$ cat src/rtl/hazard_ctrl.sv
// hazard_ctrl: stall/flush generation, EX operand forwarding, load-use
// detection and data-memory wait sequencing for the 5-stage core.
module hazard_ctrl #(
  parameter int REG_AW      = 5,
  parameter int CNT_W       = 16,
  parameter int MEM_TIMEOUT = 15
) (
  input  logic              clk,
  input  logic              rst,
  input  logic [REG_AW-1:0] Rs1D,
  input  logic [REG_AW-1:0] Rs2D,
  input  logic [REG_AW-1:0] Rs1E,
  input  logic [REG_AW-1:0] Rs2E,
  input  logic [REG_AW-1:0] RdE,
  input  logic [REG_AW-1:0] RdM,
  input  logic [REG_AW-1:0] RdW,
  input  logic              MemReadE,
  input  logic              RegWriteM,
  input  logic              RegWriteW,
  input  logic              PCSrcE,
  input  logic              MemReqM,
  input  logic              MemReadyM,
  output logic              StallF,
  output logic              StallD,
  output logic              StallE,
  output logic              StallM,
  output logic              FlushD,
  output logic              FlushE,
  output logic              FlushW,
  output logic [1:0]        ForwardAE,
  output logic [1:0]        ForwardBE,
  output logic [CNT_W-1:0]  StallCount,
  output logic              MemTimeout
);

  localparam logic [1:0] RUN      = 2'd0;
  localparam logic [1:0] MEM_WAIT = 2'd1;
  localparam logic [1:0] ERROR    = 2'd2;

  localparam logic [7:0] TIMEOUT_LIM = 8'(MEM_TIMEOUT);

  logic [1:0] state;
  logic [1:0] state_nxt;
  logic [7:0] waitcnt;
  logic [7:0] waitcnt_nxt;
  logic       lw_stall;
  logic       mem_stall;

  // Forward select for one EX source register; MEM result is the newest, so it wins.
  function automatic logic [1:0] fwd_sel(input logic [REG_AW-1:0] rs);
    if (RegWriteM && (RdM != '0) && (RdM == rs))
      return 2'b10;
    else if (RegWriteW && (RdW != '0) && (RdW == rs))
      return 2'b01;
    else
      return 2'b00;
  endfunction

  // Saturating increment: the counter sticks at all-ones instead of wrapping.
  function automatic logic [CNT_W-1:0] sat_inc(input logic [CNT_W-1:0] v);
    return (&v) ? v : v + CNT_W'(1);
  endfunction

  assign lw_stall  = MemReadE && (RdE != '0) && ((RdE == Rs1D) || (RdE == Rs2D));
  assign mem_stall = MemReqM && !MemReadyM;

  // Control outputs: reset forcing, then error freeze, memory freeze, or normal hazard rules.
  always_comb begin
    StallF    = 1'b0;
    StallD    = 1'b0;
    StallE    = 1'b0;
    StallM    = 1'b0;
    FlushD    = 1'b0;
    FlushE    = 1'b0;
    FlushW    = 1'b0;
    ForwardAE = 2'b00;
    ForwardBE = 2'b00;
    if (!rst) begin
      FlushD = 1'b1;
      FlushE = 1'b1;
      FlushW = 1'b1;
    end else begin
      ForwardAE = fwd_sel(Rs1E);
      ForwardBE = fwd_sel(Rs2E);
      if ((state == ERROR) || mem_stall) begin
        // Whole pipe frozen; WB gets a bubble so nothing retires twice.
        StallF = 1'b1;
        StallD = 1'b1;
        StallE = 1'b1;
        StallM = 1'b1;
        FlushW = 1'b1;
      end else begin
        // A taken branch discards the wrong-path ID instruction rather than holding it.
        StallF = lw_stall && !PCSrcE;
        StallD = lw_stall && !PCSrcE;
        FlushD = PCSrcE;
        FlushE = lw_stall || PCSrcE;
      end
    end
  end

  // Next state and wait counter for the memory wait sequencer.
  always_comb begin
    state_nxt   = state;
    waitcnt_nxt = waitcnt;
    case (state)
      RUN: begin
        if (mem_stall) begin
          state_nxt   = MEM_WAIT;
          waitcnt_nxt = 8'd1;
        end
      end
      MEM_WAIT: begin
        // A dropped request counts as completion.
        if (!mem_stall) begin
          state_nxt   = RUN;
          waitcnt_nxt = 8'd0;
        end else if (waitcnt == TIMEOUT_LIM) begin
          state_nxt = ERROR;
        end else begin
          waitcnt_nxt = waitcnt + 8'd1;
        end
      end
      ERROR: begin
        state_nxt = ERROR;
      end
      default: begin
        state_nxt   = RUN;
        waitcnt_nxt = 8'd0;
      end
    endcase
  end

  // State, wait counter, sticky timeout flag and stall-cycle counter.
  always_ff @(posedge clk) begin
    if (!rst) begin
      state      <= RUN;
      waitcnt    <= 8'd0;
      StallCount <= '0;
      MemTimeout <= 1'b0;
    end else begin
      state      <= state_nxt;
      waitcnt    <= waitcnt_nxt;
      MemTimeout <= MemTimeout || (state_nxt == ERROR);
      if (StallF)
        StallCount <= sat_inc(StallCount);
    end
  end

endmodule
$ cat config.mk
export PLATFORM = sky130hd
export DESIGN_NAME = hazard_ctrl
export DESIGN_NICKNAME = d
export VERILOG_FILES = /design/src/rtl/hazard_ctrl.sv
export SDC_FILE = /design/constraint.sdc
export NUM_CORES = 1
export LEC_CHECK = 0
export BUFFER_PORTS_ARGS = -buffer_cell sky130_fd_sc_hd__buf_2
export CORE_MARGIN = 4
export CORE_UTILIZATION = 49
export CTS_CLUSTER_DIAMETER = 50
export CTS_CLUSTER_SIZE = 40
export DETAILED_ROUTE_END_ITERATION = 10
export GPL_ROUTABILITY_DRIVEN = 1
export PLACE_DENSITY = 0.86
export SYNTH_ARGS = -nofsm -noshare
export SYNTH_HDL_FRONTEND = slang
export SYNTH_SLANG_ARGS = --single-unit
$ cat constraint.sdc
create_clock -name clk -period 2.51 [get_ports clk]
set_clock_uncertainty 0.2 [all_clocks]
set_input_delay 0.251 -clock clk [delete_from_list [all_inputs] [get_ports clk]]
set_output_delay 0.251 -clock clk [all_outputs]
set_load 0.03 [all_outputs]
==> results of run 1 <==
==> stage by stage <==
| step | setup slack [ns] | hold WS, ns | instance area (um^2) | std cells |
|---|---|---|---|---|
| 2_1_floorplan | 0.0125 | 0.234 | 1830 | 223 |
| 3_3_place_gp | 0.327 | 0.243 | 2220 | 335 |
| 3_5_place_dp | 0.285 | 0.258 | 2220 | 335 |
| 4_1_cts | 0.267 | 0.0624 | 2270 | 339 |
| 5_1_grt | 0.139 | 0.0862 | 2270 | 339 |
| 6_report | 0.259 | 0.0648 | 2270 | 339 |
==> registers in the layout (all words and copies together), names as in the netlist <==
register	cells
waitcnt	8
MemTimeout	1
StallCount	16
state	2
==> cell usage in the layout (no fill, tap or decap), types with 4 or more instances in the layout <==
cell and instances:
sky130_fd_sc_hd__a21oi_1 10, sky130_fd_sc_hd__and3_1 5, sky130_fd_sc_hd__buf_2 70, sky130_fd_sc_hd__dfxtp_1 27, sky130_fd_sc_hd__mux2i_1 4, sky130_fd_sc_hd__nand2_1 18, sky130_fd_sc_hd__nand2b_1 4, sky130_fd_sc_hd__nand3_1 18
sky130_fd_sc_hd__nor2_1 14, sky130_fd_sc_hd__nor2b_1 4, sky130_fd_sc_hd__nor3_1 7, sky130_fd_sc_hd__nor4_1 6, sky130_fd_sc_hd__o211ai_1 4, sky130_fd_sc_hd__o21ai_0 8, sky130_fd_sc_hd__o31ai_1 4, sky130_fd_sc_hd__or3_1 6
sky130_fd_sc_hd__or4_1 6, sky130_fd_sc_hd__xnor2_1 21, sky130_fd_sc_hd__xor2_1 13
==> cells by family after synthesis <==
kind of cell | after synthesis | synth area share, %
AND/OR/NAND/NOR | 98 | 28.9
multiplexers | 4 | 2.18
AO/OA/AOI/OAI | 47 | 18.6
buffers and inverters | 11 | 3.21
flip-flops | 27 | 29.5
XOR/XNOR | 34 | 16.2
adder cells (fa/ha/maj) | 2 | 1.36
==> layer usage <==
| layer | track usage (%) | routed length (um) | vias up |
|---|---|---|---|
| met3 | 3.77 | 362 | 9 |
| met4 | 6.94 | 84 | 0 |
| met1 | 22.6 | 1840 | 881 |
| li1 | - | - | 956 |
| met2 | 33.7 | 2170 | 78 |
| met5 | 0 | 0 | - |
==> area by class of cell <==
cell class / count / area (um^2) / share of cell area (%)
well taps: 46 / 57.6 / 2.54
repair buffers: 73 / 373 / 16.4
flip-flops and latches: 27 / 541 / 23.8
clock inverters: 1 / 7.51 / 0.331
clock buffers: 3 / 41.3 / 1.82
multi-input cells: 185 / 1230 / 54.4
inverters: 4 / 15.0 / 0.662
==> worst max path at each step <==
stage                 from           end  slack [ns]  cells after the start
floorplan           RdM[1]  ForwardAE[0]        0.01                      4
global route        RdM[1]  ForwardAE[0]        0.14                      6
finish              RdM[1]  ForwardAE[0]        0.26                      6
global placement    RdM[1]  ForwardAE[0]        0.33                      6
detailed placement  RdM[1]  ForwardAE[0]        0.28                      6
CTS                 RdM[1]  ForwardAE[0]        0.27                      6
==> worst register-to-register path, delay by kind of cell (launching register included) <==
kind	cells	cell delay, ns
simple gates	1	0.22
compound gates	5	1.07
flops	1	0.37
buf+inv	1	0.19
==> power groups by stage <==
stage | clock network, mW | registers [mW] | logic (mW)
global route | 0.273 | 0.436 | 0.195
CTS | 0.256 | 0.435 | 0.179
finish | 0.245 | 0.435 | 0.178
detailed placement | 0 | 0.445 | 0.177
global placement | 0 | 0.445 | 0.173
floorplan | 0 | 0.448 | 0.103
==> impl_metrics.xml, run 1 <==
<?xml version="1.0" encoding="UTF-8"?>
<metrics>
  <group name="run_status">
    <metric name="run_status" unit="">finished clean</metric>
  </group>
  <group name="die">
    <metric name="die-area" unit="mm^2">0.00479</metric>
    <metric name="initial_core_util" unit="%">52.9</metric>
    <metric name="die_height" unit="um">69.2</metric>
    <metric name="num_io_pins" unit="">71</metric>
    <metric name="die_width" unit="um">69.2</metric>
    <metric name="row_count" unit="">21</metric>
    <metric name="core_area" unit="mm^2">0.00347</metric>
  </group>
  <group name="sta">
    <metric name="final.setup.tns" unit="ns">0</metric>
    <metric name="grt_setup_unrepaired" unit="">no</metric>
    <metric name="setup_violations" unit="">0</metric>
    <metric name="worst_slew_pin_slew" unit="ns">0.509</metric>
    <metric name="final_period_minus_worst_setup_slack" unit="ns">2.25</metric>
    <metric name="final-max-slew-violation-count" unit="">0</metric>
    <metric name="clock.fmax" unit="MHz">444</metric>
    <metric name="max-slew-margin-rel" unit="%">65.7</metric>
    <metric name="hold_violations" unit="">0</metric>
    <metric name="period_share" unit="%">89.7</metric>
  </group>
  <group name="power">
    <metric name="vdd_ir_drop_max" unit="mV">0.200</metric>
    <metric name="seqPwrFrac" unit="%">50.7</metric>
    <metric name="leakagePower" unit="nW">0.927</metric>
    <metric name="design_power_total" unit="mW">0.858</metric>
    <metric name="power_switching_share" unit="%">27.5</metric>
    <metric name="comb_power_share" unit="%">20.7</metric>
    <metric name="pwr-share-clk" unit="%">28.5</metric>
    <metric name="p_switching" unit="mW">0.236</metric>
    <metric name="p_int" unit="mW">0.622</metric>
    <metric name="power.density_cell_area" unit="mW/mm^2">378</metric>
  </group>
  <group name="logic_synthesis">
    <metric name="post_synthesis_average_cell_area" unit="um^2">8.23</metric>
    <metric name="netlist_area_before_placement" unit="mm^2">0.00183</metric>
    <metric name="netlist.top_cell.by_area" unit="">sky130_fd_sc_hd__dfxtp_1</metric>
    <metric name="synth_common_cells" unit="">27 x sky130_fd_sc_hd__dfxtp_1, 21 x sky130_fd_sc_hd__xnor2_1, 18 x sky130_fd_sc_hd__nand2_1, 18 x sky130_fd_sc_hd__nand3_1, 14 x sky130_fd_sc_hd__nor2_1</metric>
    <metric name="yosysMostFrequentCell" unit="">sky130_fd_sc_hd__dfxtp_1</metric>
    <metric name="synth_largest_type_area_fraction" unit="%">29.5</metric>
    <metric name="synthesis.nets" unit="">268</metric>
    <metric name="post_synth_inst_count" unit="">223</metric>
    <metric name="netlist_cell_types" unit="">51</metric>
    <metric name="seq_area_frac_synth" unit="%">29.5</metric>
    <metric name="synth.area.top_cells" unit="">sky130_fd_sc_hd__dfxtp_1 29%, sky130_fd_sc_hd__xnor2_1 10%, sky130_fd_sc_hd__xor2_1 6.2%</metric>
    <metric name="synth_seq_cells" unit="">27</metric>
    <metric name="synth_async_sr_flop_share" unit="%">0</metric>
    <metric name="postSynth.topFlopCell" unit="">sky130_fd_sc_hd__dfxtp_1</metric>
    <metric name="synth_edf_count" unit="">0</metric>
    <metric name="synthesis.yosys.warnings" unit="">0</metric>
  </group>
  <group name="clock_network">
    <metric name="cts_sinks" unit="">27</metric>
    <metric name="clock_insertion_delay_worst_skew" unit="ns">0.27</metric>
    <metric name="cts_buffers" unit="">3</metric>
    <metric name="cts_max_path_buffers" unit="">2</metric>
    <metric name="cts.htree.levels" unit="">1</metric>
    <metric name="cts_tree" unit="">done</metric>
    <metric name="post_cts_hold_buffer_count" unit="">0</metric>
    <metric name="clock-root-buffer" unit="">sky130_fd_sc_hd__clkbuf_8</metric>
    <metric name="path_clk_slew" unit="ns">0.09</metric>
    <metric name="cts.repair_timing.setup_buffer_count" unit="">0</metric>
    <metric name="cts-resized-gates" unit="">0</metric>
  </group>
  <group name="placed_design">
    <metric name="port_buffers" unit="">70</metric>
    <metric name="place.detailed.hpwl" unit="um">3710</metric>
    <metric name="gp_congestion" unit="">0.957</metric>
  </group>
  <group name="critical_path">
    <metric name="timing_worst_setup_path_type" unit="">input port to primary output</metric>
    <metric name="endpoint_kind" unit="">primary output</metric>
    <metric name="startpoint_type" unit="">input port</metric>
    <metric name="worst-r2r-cell-count" unit="">7</metric>
    <metric name="cp_cell_sequence" unit="">buf_2, or4_1, o21ai_0, nor4_1, nor4_1, buf_2</metric>
    <metric name="worst_ep_arrival_time" unit="ns">1.80</metric>
    <metric name="timing.rr.start" unit="">state[0]</metric>
    <metric name="r2r_slack" unit="ns">0.35</metric>
    <metric name="critical_path_required" unit="ns">2.06</metric>
    <metric name="critPathTopFamily" unit="">simple AND/OR/NAND/NOR gates</metric>
    <metric name="destination_of_the_worst_register_to_register_timing_path" unit="">StallCount[5]</metric>
    <metric name="crit_path_max_fanout" unit="">3</metric>
    <metric name="critical_path.n_buffers_inverters" unit="">2</metric>
    <metric name="slowest_delay" unit="ns">0.50</metric>
    <metric name="worst_path_max_delay_cell" unit="">sky130_fd_sc_hd__or4_1</metric>
  </group>
  <group name="final_layout">
    <metric name="antennaDiodeCount" unit="">0</metric>
    <metric name="flow.area_growth_from_synthesis" unit="%">23.7</metric>
    <metric name="fillers" unit="">307</metric>
    <metric name="post_route_cells_drive_above_1_share" unit="%">29.7</metric>
    <metric name="layout.core_utilization" unit="%">65.4</metric>
    <metric name="fin_nets" unit="">339</metric>
  </group>
  <group name="worst_hold_path">
    <metric name="hold_depth" unit="">3</metric>
    <metric name="class_of_the_most_critical_hold_timing_path" unit="">input port to register</metric>
    <metric name="hold_path_startpoint" unit="">rst</metric>
    <metric name="worstHoldEndpoint" unit="">state[0]</metric>
  </group>
  <group name="run">
    <metric name="cap_violations" unit="">0</metric>
  </group>
  <group name="grt">
    <metric name="grt_antenna_before_repair" unit="">0</metric>
    <metric name="grt_start_max_net_pins" unit="">17</metric>
    <metric name="grt_first_pass_wirelength" unit="um">7860</metric>
    <metric name="globalRouteTotalUtil" unit="%">19.0</metric>
    <metric name="number_of_global_route_vias_before_repair" unit="">1803</metric>
    <metric name="grt_overflow" unit="">0</metric>
  </group>
  <group name="detailed_routing">
    <metric name="detail_route.vias_per_cell" unit="">5.68</metric>
    <metric name="drc" unit="">0</metric>
    <metric name="router_iterations_before_antenna_repair" unit="">4</metric>
    <metric name="finalWirelength" unit="um">4470</metric>
    <metric name="route.vias.total" unit="">1924</metric>
    <metric name="drt.antenna.violating_nets" unit="">0</metric>
    <metric name="routed_wire_length_per_instance" unit="um">13.2</metric>
    <metric name="drt_iter0_drc" unit="">84</metric>
  </group>
</metrics>
Note: power is estimated with default switching activity, not from simulation.
==> run 2: changes to the inputs <==
PLACE_DENSITY = 0.87   (was 0.86)
==> run 2 against run 1 <==
Global-route usage fell by 0.90 points. Count of clock-buffer cells in the layout did not move. Non-clock buffer count did not move. Largest cell class unchanged. Worst hold slack improved by 0.022 ns. Critical path type unchanged. Critical path depth did not move. Sequential power barely moved. Die area did not move. Cell area did not move. Combinational power barely moved. Register-to-register slack got worse by 0.05 ns. Clock power rose by 2%. Setup slack improved by 0.0052 ns.
==> impl_metrics.xml, run 2 (synthesized netlist as in run 1, its figures left out) <==
<?xml version="1.0" encoding="UTF-8"?>
<metrics>
  <group name="power">
    <metric name="vdd_ir_drop_max" unit="mV">0.281</metric>
    <metric name="power.density_cell_area" unit="mW/mm^2">380</metric>
    <metric name="leakagePower" unit="nW">0.927</metric>
    <metric name="design_power_total" unit="mW">0.862</metric>
  </group>
  <group name="clock_network">
    <metric name="path_clk_slew" unit="ns">0.10</metric>
    <metric name="cts-resized-gates" unit="">0</metric>
    <metric name="post_cts_hold_buffer_count" unit="">0</metric>
    <metric name="cts.htree.levels" unit="">1</metric>
    <metric name="cts.repair_timing.setup_buffer_count" unit="">0</metric>
    <metric name="cts_sinks" unit="">27</metric>
    <metric name="clock_insertion_delay_worst_skew" unit="ns">0.27</metric>
    <metric name="cts_tree" unit="">done</metric>
    <metric name="cts_max_path_buffers" unit="">2</metric>
    <metric name="cts_buffers" unit="">3</metric>
    <metric name="clock-root-buffer" unit="">sky130_fd_sc_hd__clkbuf_8</metric>
  </group>
  <group name="grt">
    <metric name="grt_antenna_before_repair" unit="">0</metric>
    <metric name="grt_overflow" unit="">0</metric>
    <metric name="grt_start_max_net_pins" unit="">17</metric>
    <metric name="number_of_global_route_vias_before_repair" unit="">1735</metric>
    <metric name="grt_first_pass_wirelength" unit="um">7470</metric>
    <metric name="globalRouteTotalUtil" unit="%">18.1</metric>
  </group>
  <group name="sta">
    <metric name="final-max-slew-violation-count" unit="">0</metric>
    <metric name="clock.fmax" unit="MHz">445</metric>
    <metric name="period_share" unit="%">89.5</metric>
    <metric name="final_period_minus_worst_setup_slack" unit="ns">2.25</metric>
    <metric name="final.setup.tns" unit="ns">0</metric>
    <metric name="max-slew-margin-rel" unit="%">68.7</metric>
    <metric name="worst_hold_slack_after_final_layout" unit="ns">0.0864</metric>
    <metric name="worst_slew_pin_slew" unit="ns">0.469</metric>
    <metric name="hold_violations" unit="">0</metric>
    <metric name="grt_setup_unrepaired" unit="">no</metric>
    <metric name="setup_violations" unit="">0</metric>
  </group>
  <group name="final_layout">
    <metric name="antennaDiodeCount" unit="">0</metric>
    <metric name="post_route_cells_drive_above_1_share" unit="%">29.7</metric>
    <metric name="largest_reg_flops" unit="">16</metric>
    <metric name="largest_registers" unit="">StallCount: 16 flops, waitcnt: 8 flops, state: 2 flops</metric>
    <metric name="flow.area_growth_from_synthesis" unit="%">23.7</metric>
    <metric name="layout.cell_area.non_filler" unit="mm^2">0.00227</metric>
    <metric name="number_of_standard_cells_in_the_final_layout_excluding_fillers" unit="">339</metric>
    <metric name="largest_register" unit="">StallCount</metric>
    <metric name="fin_nets" unit="">339</metric>
    <metric name="layout.cells.most_common" unit="">sky130_fd_sc_hd__buf_2</metric>
    <metric name="most_frequent_cells_in_the_layout" unit="">70 x sky130_fd_sc_hd__buf_2, 27 x sky130_fd_sc_hd__dfxtp_1, 21 x sky130_fd_sc_hd__xnor2_1</metric>
  </group>
  <group name="placed_design">
    <metric name="place.detailed.instances" unit="">335</metric>
    <metric name="gp_congestion" unit="">0.900</metric>
    <metric name="port_buffers" unit="">70</metric>
    <metric name="place.detailed.hpwl" unit="um">3660</metric>
    <metric name="dpl_cell_area" unit="mm^2">0.00222</metric>
  </group>
  <group name="critical_path">
    <metric name="timing_worst_setup_path_type" unit="">input port to primary output</metric>
    <metric name="cp_cell_sequence" unit="">buf_2, or4_1, o21ai_0, nor4_1, nor4_1, buf_2</metric>
    <metric name="worst_ep_arrival_time" unit="ns">1.80</metric>
    <metric name="worst_path_max_delay_cell" unit="">sky130_fd_sc_hd__or4_1</metric>
    <metric name="slowest_delay" unit="ns">0.50</metric>
    <metric name="startpoint_type" unit="">input port</metric>
    <metric name="crit_path_max_fanout" unit="">3</metric>
    <metric name="critical_path_required" unit="ns">2.06</metric>
    <metric name="endpoint_kind" unit="">primary output</metric>
  </group>
  <group name="detailed_routing">
    <metric name="routed_wire_length_per_instance" unit="um">13.2</metric>
    <metric name="drt_iter0_drc" unit="">105</metric>
    <metric name="finalWirelength" unit="um">4480</metric>
    <metric name="drc" unit="">0</metric>
    <metric name="drt.antenna.violating_nets" unit="">0</metric>
    <metric name="router_iterations_before_antenna_repair" unit="">4</metric>
    <metric name="detail_route.vias_per_cell" unit="">5.58</metric>
    <metric name="route.vias.total" unit="">1890</metric>
  </group>
  <group name="die">
    <metric name="initial_core_util" unit="%">52.9</metric>
    <metric name="row_count" unit="">21</metric>
    <metric name="die_height" unit="um">69.2</metric>
    <metric name="num_io_pins" unit="">71</metric>
    <metric name="core_area" unit="mm^2">0.00347</metric>
    <metric name="die_width" unit="um">69.2</metric>
    <metric name="die-area" unit="mm^2">0.00479</metric>
  </group>
  <group name="run_status">
    <metric name="run_status" unit="">finished clean</metric>
  </group>
  <group name="run">
    <metric name="cap_violations" unit="">0</metric>
  </group>
  <group name="worst_hold_path">
    <metric name="class_of_the_most_critical_hold_timing_path" unit="">input port to register</metric>
  </group>
</metrics>
[run 2: worst max-delay path, delay by kind of cell]
family / cells / cell delay [ns]
AND/OR/NAND/NOR: 3 / 0.92
buffers and inverters: 2 / 0.38
AO/OA/AOI/OAI: 1 / 0.25
[run 2: metal layers]
layer	track usage, %	vias to the layer above	routed length (um)
met5	0	-	0
met4	4.77	0	40
met3	3.77	4	339
met2	32.8	71	2130
met1	21.5	861	1970
li1	-	954	-
[run 2: final timing paths]
path	start	endpoint	slack (ns)	cells past startpoint
hold reg to reg	MemTimeout	MemTimeout	0.28	1
setup / recovery	RdM[1]	ForwardAE[0]	0.26	6
hold / removal	MemReadyM	state[0]	0.09	4
setup reg to reg	StallCount[13]	StallCount[4]	0.30	7
[run 2: report_power, final]
group | internal (mW) | switching (mW)
combinational | 0.0780 | 0.0991
sequential | 0.431 | 0.00446
clock | 0.112 | 0.136
[run 2: stage by stage]
| step | util [%] | setup WS [ns] |
|---|---|---|
| final | 65.4 | 0.264 |
| after detailed placement | 64.0 | 0.269 |
| after global routing | 65.4 | 0.0910 |
| after CTS | 65.4 | 0.266 |
| after floorplan | - | 0.0125 |
| after global placement | 64.0 | 0.261 |
[run 2: area by class of cell]
cell class / instances / area, um^2
clock buffer: 3 / 41.3
clock inverter: 1 / 7.51
fill: 311 / 1200
inverter: 4 / 15.0
multi-input combinational: 185 / 1230
sequential: 27 / 541
tap: 46 / 57.6
timing repair buffer: 73 / 373
